===== src/rtl/ewb_ctrl_pkg.sv =====
// Shared types and helpers for the eviction write buffer controller.
// The line compare ignores the byte offset inside a cacheline.
package ewb_ctrl_pkg;

    typedef enum logic [1:0] {
        IDLE     = 2'd0,
        RESP     = 2'd1,
        MEM_READ = 2'd2,
        DRAIN    = 2'd3
    } ewb_state_t;

    localparam int LINE_OFFSET_BITS = 4;
    localparam int MAX_ADDR_W       = 64;

    // Callers size-cast their addresses up to MAX_ADDR_W before comparing.
    function automatic logic line_match(input logic [MAX_ADDR_W-1:0] a,
                                        input logic [MAX_ADDR_W-1:0] b);
        return (a >> LINE_OFFSET_BITS) == (b >> LINE_OFFSET_BITS);
    endfunction

endpackage


===== src/rtl/ewb_controller_if.sv =====
// Cache, memory and EWB-storage signals seen by the EWB controller.
// cache_wdata goes straight to the EWB storage, so the controller modport omits it.
interface ewb_controller_if #(
    parameter int ADDR_W = 32,
    parameter int LINE_W = 128
) ();

    logic              cache_read;
    logic              cache_write;
    logic [ADDR_W-1:0] cache_address;
    logic [LINE_W-1:0] cache_wdata;
    logic [LINE_W-1:0] cache_rdata;
    logic              cache_resp;

    logic              mem_read;
    logic              mem_write;
    logic [ADDR_W-1:0] mem_address;
    logic [LINE_W-1:0] mem_wdata;
    logic [LINE_W-1:0] mem_rdata;
    logic              mem_resp;

    logic              ewb_load;
    logic [ADDR_W-1:0] ewb_address;
    logic [LINE_W-1:0] ewb_data;

    // Controller side.
    modport slave (
        input  cache_read, cache_write, cache_address,
        input  mem_rdata, mem_resp,
        input  ewb_address, ewb_data,
        output cache_rdata, cache_resp,
        output mem_read, mem_write, mem_address, mem_wdata,
        output ewb_load
    );

    // Surrounding cache, memory port and EWB storage.
    modport master (
        output cache_read, cache_write, cache_address, cache_wdata,
        output mem_rdata, mem_resp,
        output ewb_address, ewb_data,
        input  cache_rdata, cache_resp,
        input  mem_read, mem_write, mem_address, mem_wdata,
        input  ewb_load
    );

endinterface


===== src/rtl/ewb_controller.sv =====
// Sequences a single-entry eviction write buffer: reads go to memory ahead of the write-back; buffer hits are served locally.
// Latency: evict/hit 1 cycle, miss mem+1, conflicting evict mem+2; cache requests stall (held) while a drain or miss is in flight.
module ewb_controller
    import ewb_ctrl_pkg::*;
#(
    parameter int ADDR_W = 32,
    parameter int LINE_W = 128
) (
    input  logic           clk,
    input  logic           rst,
    ewb_controller_if.slave bus
);

    ewb_state_t        state_q, state_d;
    logic              valid_q, valid_d;
    logic [LINE_W-1:0] rdata_q, rdata_d;
    logic              addr_hit;
    logic              ewb_load;

    assign addr_hit = line_match(MAX_ADDR_W'(bus.cache_address),
                                 MAX_ADDR_W'(bus.ewb_address));

    always_ff @(posedge clk or negedge rst) begin
        if (!rst) begin
            state_q <= IDLE;
            valid_q <= 1'b0;
            rdata_q <= '0;
        end else begin
            state_q <= state_d;
            valid_q <= valid_d;
            rdata_q <= rdata_d;
        end
    end

    // A read always wins over a simultaneous write; the write is re-seen later.
    always_comb begin
        state_d  = state_q;
        valid_d  = valid_q;
        rdata_d  = rdata_q;
        ewb_load = 1'b0;
        case (state_q)
            IDLE: begin
                if (bus.cache_read) begin
                    if (valid_q && addr_hit) begin
                        rdata_d = bus.ewb_data;
                        state_d = RESP;
                    end else begin
                        state_d = MEM_READ;
                    end
                end else if (bus.cache_write) begin
                    if (!valid_q || addr_hit) begin
                        ewb_load = 1'b1;
                        valid_d  = 1'b1;
                        state_d  = RESP;
                    end else begin
                        state_d = DRAIN;
                    end
                end else if (valid_q) begin
                    state_d = DRAIN;
                end
            end
            MEM_READ: begin
                if (bus.mem_resp) begin
                    rdata_d = bus.mem_rdata;
                    state_d = RESP;
                end
            end
            DRAIN: begin
                if (bus.mem_resp) begin
                    valid_d = 1'b0;
                    state_d = IDLE;
                end
            end
            RESP: begin
                state_d = IDLE;
            end
            default: begin
                state_d = IDLE;
            end
        endcase
    end

    // Strobes decode straight from the state register so reset drops them at once.
    always_comb begin
        bus.mem_read    = 1'b0;
        bus.mem_write   = 1'b0;
        bus.mem_address = '0;
        case (state_q)
            MEM_READ: begin
                bus.mem_read    = 1'b1;
                bus.mem_address = bus.cache_address;
            end
            DRAIN: begin
                bus.mem_write   = 1'b1;
                bus.mem_address = bus.ewb_address;
            end
            default: begin
                bus.mem_read    = 1'b0;
                bus.mem_write   = 1'b0;
                bus.mem_address = '0;
            end
        endcase
    end

    assign bus.cache_resp  = (state_q == RESP);
    assign bus.cache_rdata = rdata_q;
    assign bus.mem_wdata   = bus.ewb_data;
    assign bus.ewb_load    = ewb_load;

    a_strobes_exclusive: assert property (
        @(posedge clk) disable iff (!rst) !(bus.mem_read && bus.mem_write)
    );

endmodule


===== src/flat_wrapper.sv =====
// flat-port wrapper written by rule: the top's interface ports become plain ports
module ewb_controller_flat import ewb_ctrl_pkg::*;
#(
    parameter int ADDR_W = 32,
    parameter int LINE_W = 128
)
  (clk, rst, bus_cache_read, bus_cache_write, bus_cache_address, bus_mem_rdata, bus_mem_resp, bus_ewb_address, bus_ewb_data, bus_cache_rdata, bus_cache_resp, bus_mem_read, bus_mem_write, bus_mem_address, bus_mem_wdata, bus_ewb_load);
  ewb_controller_if #(.ADDR_W(ADDR_W), .LINE_W(LINE_W)) bus_i ();
  input  logic clk;
  input  logic rst;
  input wire logic [$bits(bus_i.cache_read)-1:0] bus_cache_read;
  input wire logic [$bits(bus_i.cache_write)-1:0] bus_cache_write;
  input wire logic [$bits(bus_i.cache_address)-1:0] bus_cache_address;
  input wire logic [$bits(bus_i.mem_rdata)-1:0] bus_mem_rdata;
  input wire logic [$bits(bus_i.mem_resp)-1:0] bus_mem_resp;
  input wire logic [$bits(bus_i.ewb_address)-1:0] bus_ewb_address;
  input wire logic [$bits(bus_i.ewb_data)-1:0] bus_ewb_data;
  output wire logic [$bits(bus_i.cache_rdata)-1:0] bus_cache_rdata;
  output wire logic [$bits(bus_i.cache_resp)-1:0] bus_cache_resp;
  output wire logic [$bits(bus_i.mem_read)-1:0] bus_mem_read;
  output wire logic [$bits(bus_i.mem_write)-1:0] bus_mem_write;
  output wire logic [$bits(bus_i.mem_address)-1:0] bus_mem_address;
  output wire logic [$bits(bus_i.mem_wdata)-1:0] bus_mem_wdata;
  output wire logic [$bits(bus_i.ewb_load)-1:0] bus_ewb_load;
  assign bus_i.cache_read = bus_cache_read;
  assign bus_i.cache_write = bus_cache_write;
  assign bus_i.cache_address = bus_cache_address;
  assign bus_i.mem_rdata = bus_mem_rdata;
  assign bus_i.mem_resp = bus_mem_resp;
  assign bus_i.ewb_address = bus_ewb_address;
  assign bus_i.ewb_data = bus_ewb_data;
  assign bus_cache_rdata = bus_i.cache_rdata;
  assign bus_cache_resp = bus_i.cache_resp;
  assign bus_mem_read = bus_i.mem_read;
  assign bus_mem_write = bus_i.mem_write;
  assign bus_mem_address = bus_i.mem_address;
  assign bus_mem_wdata = bus_i.mem_wdata;
  assign bus_ewb_load = bus_i.ewb_load;
  ewb_controller #(.ADDR_W(ADDR_W), .LINE_W(LINE_W)) u_core (.clk(clk), .rst(rst), .bus(bus_i));
endmodule

===== config.mk =====
export PLATFORM = sky130hd
export DESIGN_NAME = ewb_controller_flat
export DESIGN_NICKNAME = d
export VERILOG_FILES = /design/src/rtl/ewb_ctrl_pkg.sv /design/src/rtl/ewb_controller_if.sv /design/src/rtl/ewb_controller.sv /design/src/flat_wrapper.sv
export SDC_FILE = /design/constraint.sdc
export NUM_CORES = 1
export LEC_CHECK = 0
export CORE_AREA = 2 2 238 240
export DETAILED_ROUTE_END_ITERATION = 8
export DIE_AREA = 0 0 240 242
export GPL_ROUTABILITY_DRIVEN = 0
export PLACE_DENSITY = 0.44
export SLEW_MARGIN = 30
export SYNTH_ARGS = -nofsm -noshare
export SYNTH_HDL_FRONTEND = slang
export SYNTH_SLANG_ARGS = --single-unit

===== constraint.sdc =====
create_clock -name clk -period 1.8 [get_ports clk]
set_input_delay 0.18 -clock clk [delete_from_list [all_inputs] [get_ports clk]]
set_output_delay 0.18 -clock clk [all_outputs]
set_load 0.02 [all_outputs]

## Word level (Yosys, flattened, before mapping)

Cells that the tools add are included.

- Reduce and logical (&&, ||, !) cells: 9
- Muxes and demuxes: 24
- Equality and inequality tests: 12

Operators with widths:

| cell | count |
|---|---|
| two-way mux 128 bit | 3 |
| one-hot mux 128 bit (2 select lines) | 1 |
| one-hot mux 32 bit (2 select lines) | 1 |
| equality test 28 bit | 1 |
| two-way mux 2 bit | 7 |
| two-way mux 1 bit | 10 |
| != test 2 bit (second input constant) | 5 |
| one-hot mux 2 bit (4 select lines) | 1 |
| AND reduction 5 bit | 1 |
| equality test 2 bit (second input constant) | 2 |
| != test 2 x 1 -> 1 bit (second input constant) | 2 |
| != test 4 x 3 -> 1 bit (second input constant) | 1 |
| AND reduction 4 bit | 1 |
| nonzero test 2 bit | 2 |
| AND reduction 3 bit | 1 |
| equality test 2 x 1 -> 1 bit (second input constant) | 1 |
| logical NOT 2 bit | 1 |
| one-hot mux 1 bit (2 select lines) | 1 |
| logical AND 1 bit | 1 |
| logical NOT 1 bit | 1 |
| logical OR 1 bit | 1 |

- Register bits after elaboration: 131
- Output and inout bits: 292
- Bits of input ports: 325
- Logic and storage cells: 48

## Logic depth before layout (Yosys ltp)

- Depth in word-level cells: 6
- Mapped depth: 7

## Worst setup path after synthesis

No wires, ideal clock.

- Path type: input to output
- From: in bus_cache_address[13]
- To: out bus_ewb_load
- Stages on the path: 5
- Path buffers: 0
- Arrival: 2086 ps
- Path slack: -466 ps
- Cell sequence: xor2_1 nor4_1 and4_2 nand2_1 a2111oi_0

- Word-level cells in the longest chain between the ends: 6

Ends and longest elaborated chain:

| what | RTL line | source |
|---|---|---|
| start: declaration | flat_wrapper.sv:13 | `input wire logic [$bits(bus_i.cache_address)-1:0] bus_cache_address;` |
| equality test 28 bit | ewb_ctrl_pkg.sv:18 | `return (a >> LINE_OFFSET_BITS) == (b >> LINE_OFFSET_BITS);` |
| logical OR 1 bit | ewb_controller.sv:51 | `if (!valid_q \|\| addr_hit) begin` |
| two-way mux 1 bit | ewb_controller.sv:51 |  |
| two-way mux 1 bit | ewb_controller.sv:50 | `end else if (bus.cache_write) begin` |
| two-way mux 1 bit | ewb_controller.sv:43 | `if (bus.cache_read) begin` |
| two-way mux 1 bit | ewb_controller.sv:41 | `case (state_q)` |
| end: declaration | flat_wrapper.sv:24 | `output wire logic [$bits(bus_i.ewb_load)-1:0] bus_ewb_load;` |

Every way passes these cells.

## Final worst setup path

- From: reg u_core.state_q[1]
- To: reg u_core.rdata_q[73], in the netlist u_core.bus.cache_rdata[73]

- Word-level cells in the longest chain between the ends: 3

Ends and longest elaborated chain:

| what | RTL line | source |
|---|---|---|
| start: declaration | ewb_controller.sv:14 | `ewb_state_t state_q, state_d;` |
| start signal: assignment | ewb_controller.sv:29 | `state_q <= state_d;` |
| equality test 2 bit or logical NOT 2 bit (tied branches) | ewb_controller.sv:41 |  |
| != test 2 bit (no line), or another cell as far along | n/a |  |
| AND reduction 4 bit (no line) | n/a |  |
| end signal: assignment | ewb_controller.sv:31 | `rdata_q <= rdata_d;` |
| end: declaration | ewb_controller.sv:16 | `logic [LINE_W-1:0] rdata_q, rdata_d;` |

Parallel ways exist; a longest one is shown, timed or not.
A chain may end at the register's enable or synchronous reset.

==> run_summary.xml <==
<?xml version="1.0" encoding="UTF-8"?>
<metrics>
  <group name="detailed_routing">
    <metric name="final_antenna_net_count" unit="">0</metric>
    <metric name="met1_length" unit="um">16700</metric>
    <metric name="dr_wl_met2" unit="um">21700</metric>
    <metric name="post_drt_via_cell_ratio" unit="">3.95</metric>
    <metric name="vias" unit="">7944</metric>
    <metric name="first_pass_iters" unit="">5</metric>
    <metric name="met3RoutedLength" unit="um">3640</metric>
    <metric name="drt-initial-drc-count" unit="">301</metric>
    <metric name="routedWlPerCell" unit="um">21.1</metric>
    <metric name="routed_wl" unit="um">42500</metric>
    <metric name="highest-signal-layer" unit="">met4</metric>
    <metric name="remaining_drc_errors" unit="">0</metric>
  </group>
  <group name="final_layout">
    <metric name="multiInputGateArea" unit="um^2">3450</metric>
    <metric name="final.fill_count" unit="">5907</metric>
    <metric name="register_area" unit="um^2">3280</metric>
    <metric name="finalNetCount" unit="">1566</metric>
    <metric name="area_growth_syn_to_layout" unit="%">97.7</metric>
    <metric name="antenna_cells" unit="">0</metric>
    <metric name="final_layout_size_suffix_gt1_frac" unit="">0.178</metric>
  </group>
  <group name="outcome">
    <metric name="failed_checks" unit="">setup timing</metric>
    <metric name="outcome" unit="">complete, but fails checks</metric>
  </group>
  <group name="place">
    <metric name="detailed_place_hpwl" unit="um">30600</metric>
    <metric name="buffer_ports.inserted" unit="">616</metric>
    <metric name="placement.setup.worst_slack" unit="ns">-1.02</metric>
  </group>
  <group name="setup_path">
    <metric name="timing.setup.critical_path_class" unit="">register to register</metric>
    <metric name="setup.worst_path.end" unit="">u_core.bus.cache_rdata[73]$_DFFE_PN0P_</metric>
    <metric name="worst_ep_required_time" unit="ns">2.20</metric>
    <metric name="arrival" unit="ns">2.45</metric>
    <metric name="worstRegToRegCells" unit="">8</metric>
    <metric name="ff2ff_setup_slack" unit="ns">-0.25</metric>
    <metric name="worstReg2RegStart" unit="">u_core.state_q[1]$_DFFE_PN0P_</metric>
    <metric name="worst-path-max-fanout" unit="">8</metric>
    <metric name="reg2reg_to" unit="">u_core.bus.cache_rdata[73]$_DFFE_PN0P_</metric>
    <metric name="worstSetupEndpointType" unit="">register</metric>
    <metric name="crit_start" unit="">u_core.state_q[1]$_DFFE_PN0P_</metric>
    <metric name="setup.worst_path.start_class" unit="">register</metric>
  </group>
  <group name="yosys">
    <metric name="yosys_warnings" unit="">0</metric>
    <metric name="sequential_share_of_the_synthesized_area" unit="">0.414</metric>
    <metric name="ys_async_sr_fraction" unit="">1.00</metric>
    <metric name="ys_seq_elements" unit="">131</metric>
    <metric name="postSynthAreaPerCell" unit="um^2">11.1</metric>
    <metric name="mappedNetlistNets" unit="">1035</metric>
    <metric name="leading_cell_type_by_number_of_instances_after_synthesis" unit="">dfrtp_1</metric>
    <metric name="synth_largest_area_cell" unit="">dfrtp_1</metric>
    <metric name="synth.cell_area" unit="um^2">7910</metric>
    <metric name="synthCells" unit="">710</metric>
    <metric name="synth_top_flop_cell" unit="">dfrtp_1</metric>
    <metric name="post_synth_edffs" unit="">0</metric>
    <metric name="top_cells_by_area_in_the_synthesized_netlist" unit="">dfrtp_1 (41%), o221a_1 (17%), buf_4 (12%)</metric>
    <metric name="netlist_top_cells_count" unit="">dfrtp_1 (131), or3_1 (129), buf_4 (128)</metric>
    <metric name="synth_top_cell_area_share" unit="">0.414</metric>
    <metric name="yosysUniqueCellTypes" unit="">34</metric>
  </group>
  <group name="grt">
    <metric name="grt_pass1_wl" unit="um">57200</metric>
    <metric name="number_of_antenna_violations_at_the_first_check_in_global_routing" unit="">1</metric>
    <metric name="pin_count_of_the_biggest_net_entering_global_routing" unit="">69</metric>
    <metric name="grt_pass1_vias" unit="">8420</metric>
    <metric name="track_usage" unit="">0.135</metric>
    <metric name="globalRoute.totalOverflow" unit="">0</metric>
  </group>
  <group name="power">
    <metric name="irDropWorstVdd" unit="mV">0.654</metric>
    <metric name="static_leakage_power" unit="uW">0.00593</metric>
    <metric name="power-per-cell-area" unit="nW/um^2">1420</metric>
  </group>
  <group name="sta">
    <metric name="drv_slew" unit="">0</metric>
    <metric name="worstMarginPinSlew" unit="ns">0.425</metric>
    <metric name="clock.fmax" unit="MHz">487</metric>
    <metric name="setup_viol_count_final" unit="">143</metric>
    <metric name="rsz0062_at_grt" unit="">yes</metric>
    <metric name="hold_slack" unit="ns">0.187</metric>
    <metric name="max-slew-margin-rel" unit="">0.717</metric>
    <metric name="finalClockSkew" unit="ns">0.0103</metric>
    <metric name="final-hold-violation-count" unit="">0</metric>
    <metric name="min_period_over_period" unit="">1.14</metric>
    <metric name="worst_slack" unit="ns">-0.254</metric>
    <metric name="finalWorstPathRequiredPeriod" unit="ns">2.05</metric>
  </group>
  <group name="clocking">
    <metric name="insertion_delay" unit="ns">0.47</metric>
    <metric name="total_number_of_clock_tree_sinks" unit="">131</metric>
    <metric name="root_buffer" unit="">clkbuf_16</metric>
    <metric name="cts-htree-levels" unit="">4</metric>
    <metric name="clockBufferDepth" unit="">2</metric>
    <metric name="clk_transition_reported_paths" unit="ns">0.06</metric>
    <metric name="cts_buffers" unit="">17</metric>
    <metric name="cts_tree" unit="">yes</metric>
  </group>
  <group name="floorplan">
    <metric name="dieArea" unit="um^2">58100</metric>
    <metric name="core_footprint" unit="um^2">55700</metric>
    <metric name="io-pin-count" unit="">617</metric>
    <metric name="die_height" unit="um">242</metric>
    <metric name="start_util" unit="">0.142</metric>
    <metric name="core.rowCount" unit="">87</metric>
    <metric name="fp.dieW" unit="um">240</metric>
  </group>
  <group name="hold_path">
    <metric name="holdCritPathClass" unit="">primary input to asynchronous set/reset pin</metric>
  </group>
  <group name="job">
    <metric name="cap_viol_max_count" unit="">0</metric>
  </group>
</metrics>
==> what timing repair did <==
item | in CTS | in global routing
setup buffers | 9 | 12
hold buffers | 1 | 0
endpoints found under the hold margin | 69 | 0
resized for setup | 265 | 111
cloned | 4 | 10
pin swaps | 7 | 33
setup endpoints to repair | 167 | 163
==> cell type report <==
class	count	share of cell area
sequential	131	0.210
inverter	2	0.000640
tap	756	0.0605
clock buffer	20	0.0286
multi-input combinational	384	0.221
clock inverter	12	0.0130
timing repair buffer	705	0.467
==> registers in the layout, indices dropped and copies added (netlist names) <==
register / cells
u_core.valid_q: 1
u_core.state_q: 2
u_core.bus.cache_rdata: 128
==> per-stage QoR <==
stage	instance area (um^2)	utilization	TNS [ns]	cells	total power, uW
CTS	15300	0.274	-35.69	1993	22200
finish	15600	0.281	-30.46	2010	22200
global placement	14400	0.259	-118.33	1947	17700
global route	15600	0.281	-44.23	2010	23400
floorplan	7970	-	-14.20	710	11300
detailed placement	14400	0.259	-118.17	1947	17700
==> routing by layer <==
layer	vias up	global-route usage
met5	-	0
met3	26	0.0509
met2	393	0.242
li1	3645	-
met1	3880	0.147
met4	0	0.0354
==> cells in the final DEF (no fill, tap or decap), types with 2 or more instances in the layout <==
cell and n:
xor2_2 4, o221a_2 2, inv_6 2, nor4_2 4
dlymetal6s2s_1 6, mux2i_2 4, dfrtp_1 129, nand2_1 3
clkinv_4 2, xor2_1 13, clkbuf_2 20, o221a_1 120
mux2i_1 28, bufinv_16 5, clkdlybuf4s15_1 11, or3_1 128
buf_8 8, nand4_1 4, clkbuf_16 27, buf_12 22
o21ai_0 2, dfrtp_2 2, clkdlybuf4s50_1 513, o221a_4 6
xnor2_1 11, nor2b_1 30, nor2b_2 3, dlygate4sd2_1 20
buf_6 22, buf_2 2, clkinv_2 2, buf_16 5
clkbuf_1 2, buf_4 65, nor2_1 4
==> worst min path at each step <==
stage,slack [ns],depth (start not counted),from,to
global route,0.22,2,rst,u_core.bus.cache_rdata[5]$_DFFE_PN0P_
global placement,0.13,1,rst,u_core.bus.cache_rdata[5]$_DFFE_PN0P_
CTS,0.17,2,rst,u_core.bus.cache_rdata[5]$_DFFE_PN0P_
finish,0.19,2,rst,u_core.bus.cache_rdata[5]$_DFFE_PN0P_
floorplan,-0.12,0,rst,u_core.bus.cache_rdata[0]$_DFFE_PN0P_
detailed placement,0.14,1,rst,u_core.bus.cache_rdata[5]$_DFFE_PN0P_
==> kinds of logic after synthesis <==
family	share of synthesized area
xor+xnor	0.0321
simple gates	0.149
buf+inv	0.174
flops	0.414
mux	0.0419
compound gates	0.189
==> report_power, final <==
group / internal [uW] / switching, uW
Clock: 2500 / 1490
Sequential: 4400 / 916
Combinational: 6920 / 5990
Total: 13800 / 8400
==> critical path, cell delays in order, from the launching register on <==
cell	delay (ns)
dfrtp_2	0.45
mux2_4	0.21
nand3b_1	0.13
buf_6	0.15
o32ai_4	0.35
buf_12	0.16
clkbuf_16	0.19
buf_8	0.14
o221a_1	0.19
No activity file was read; power rests on OpenSTA's default activity.
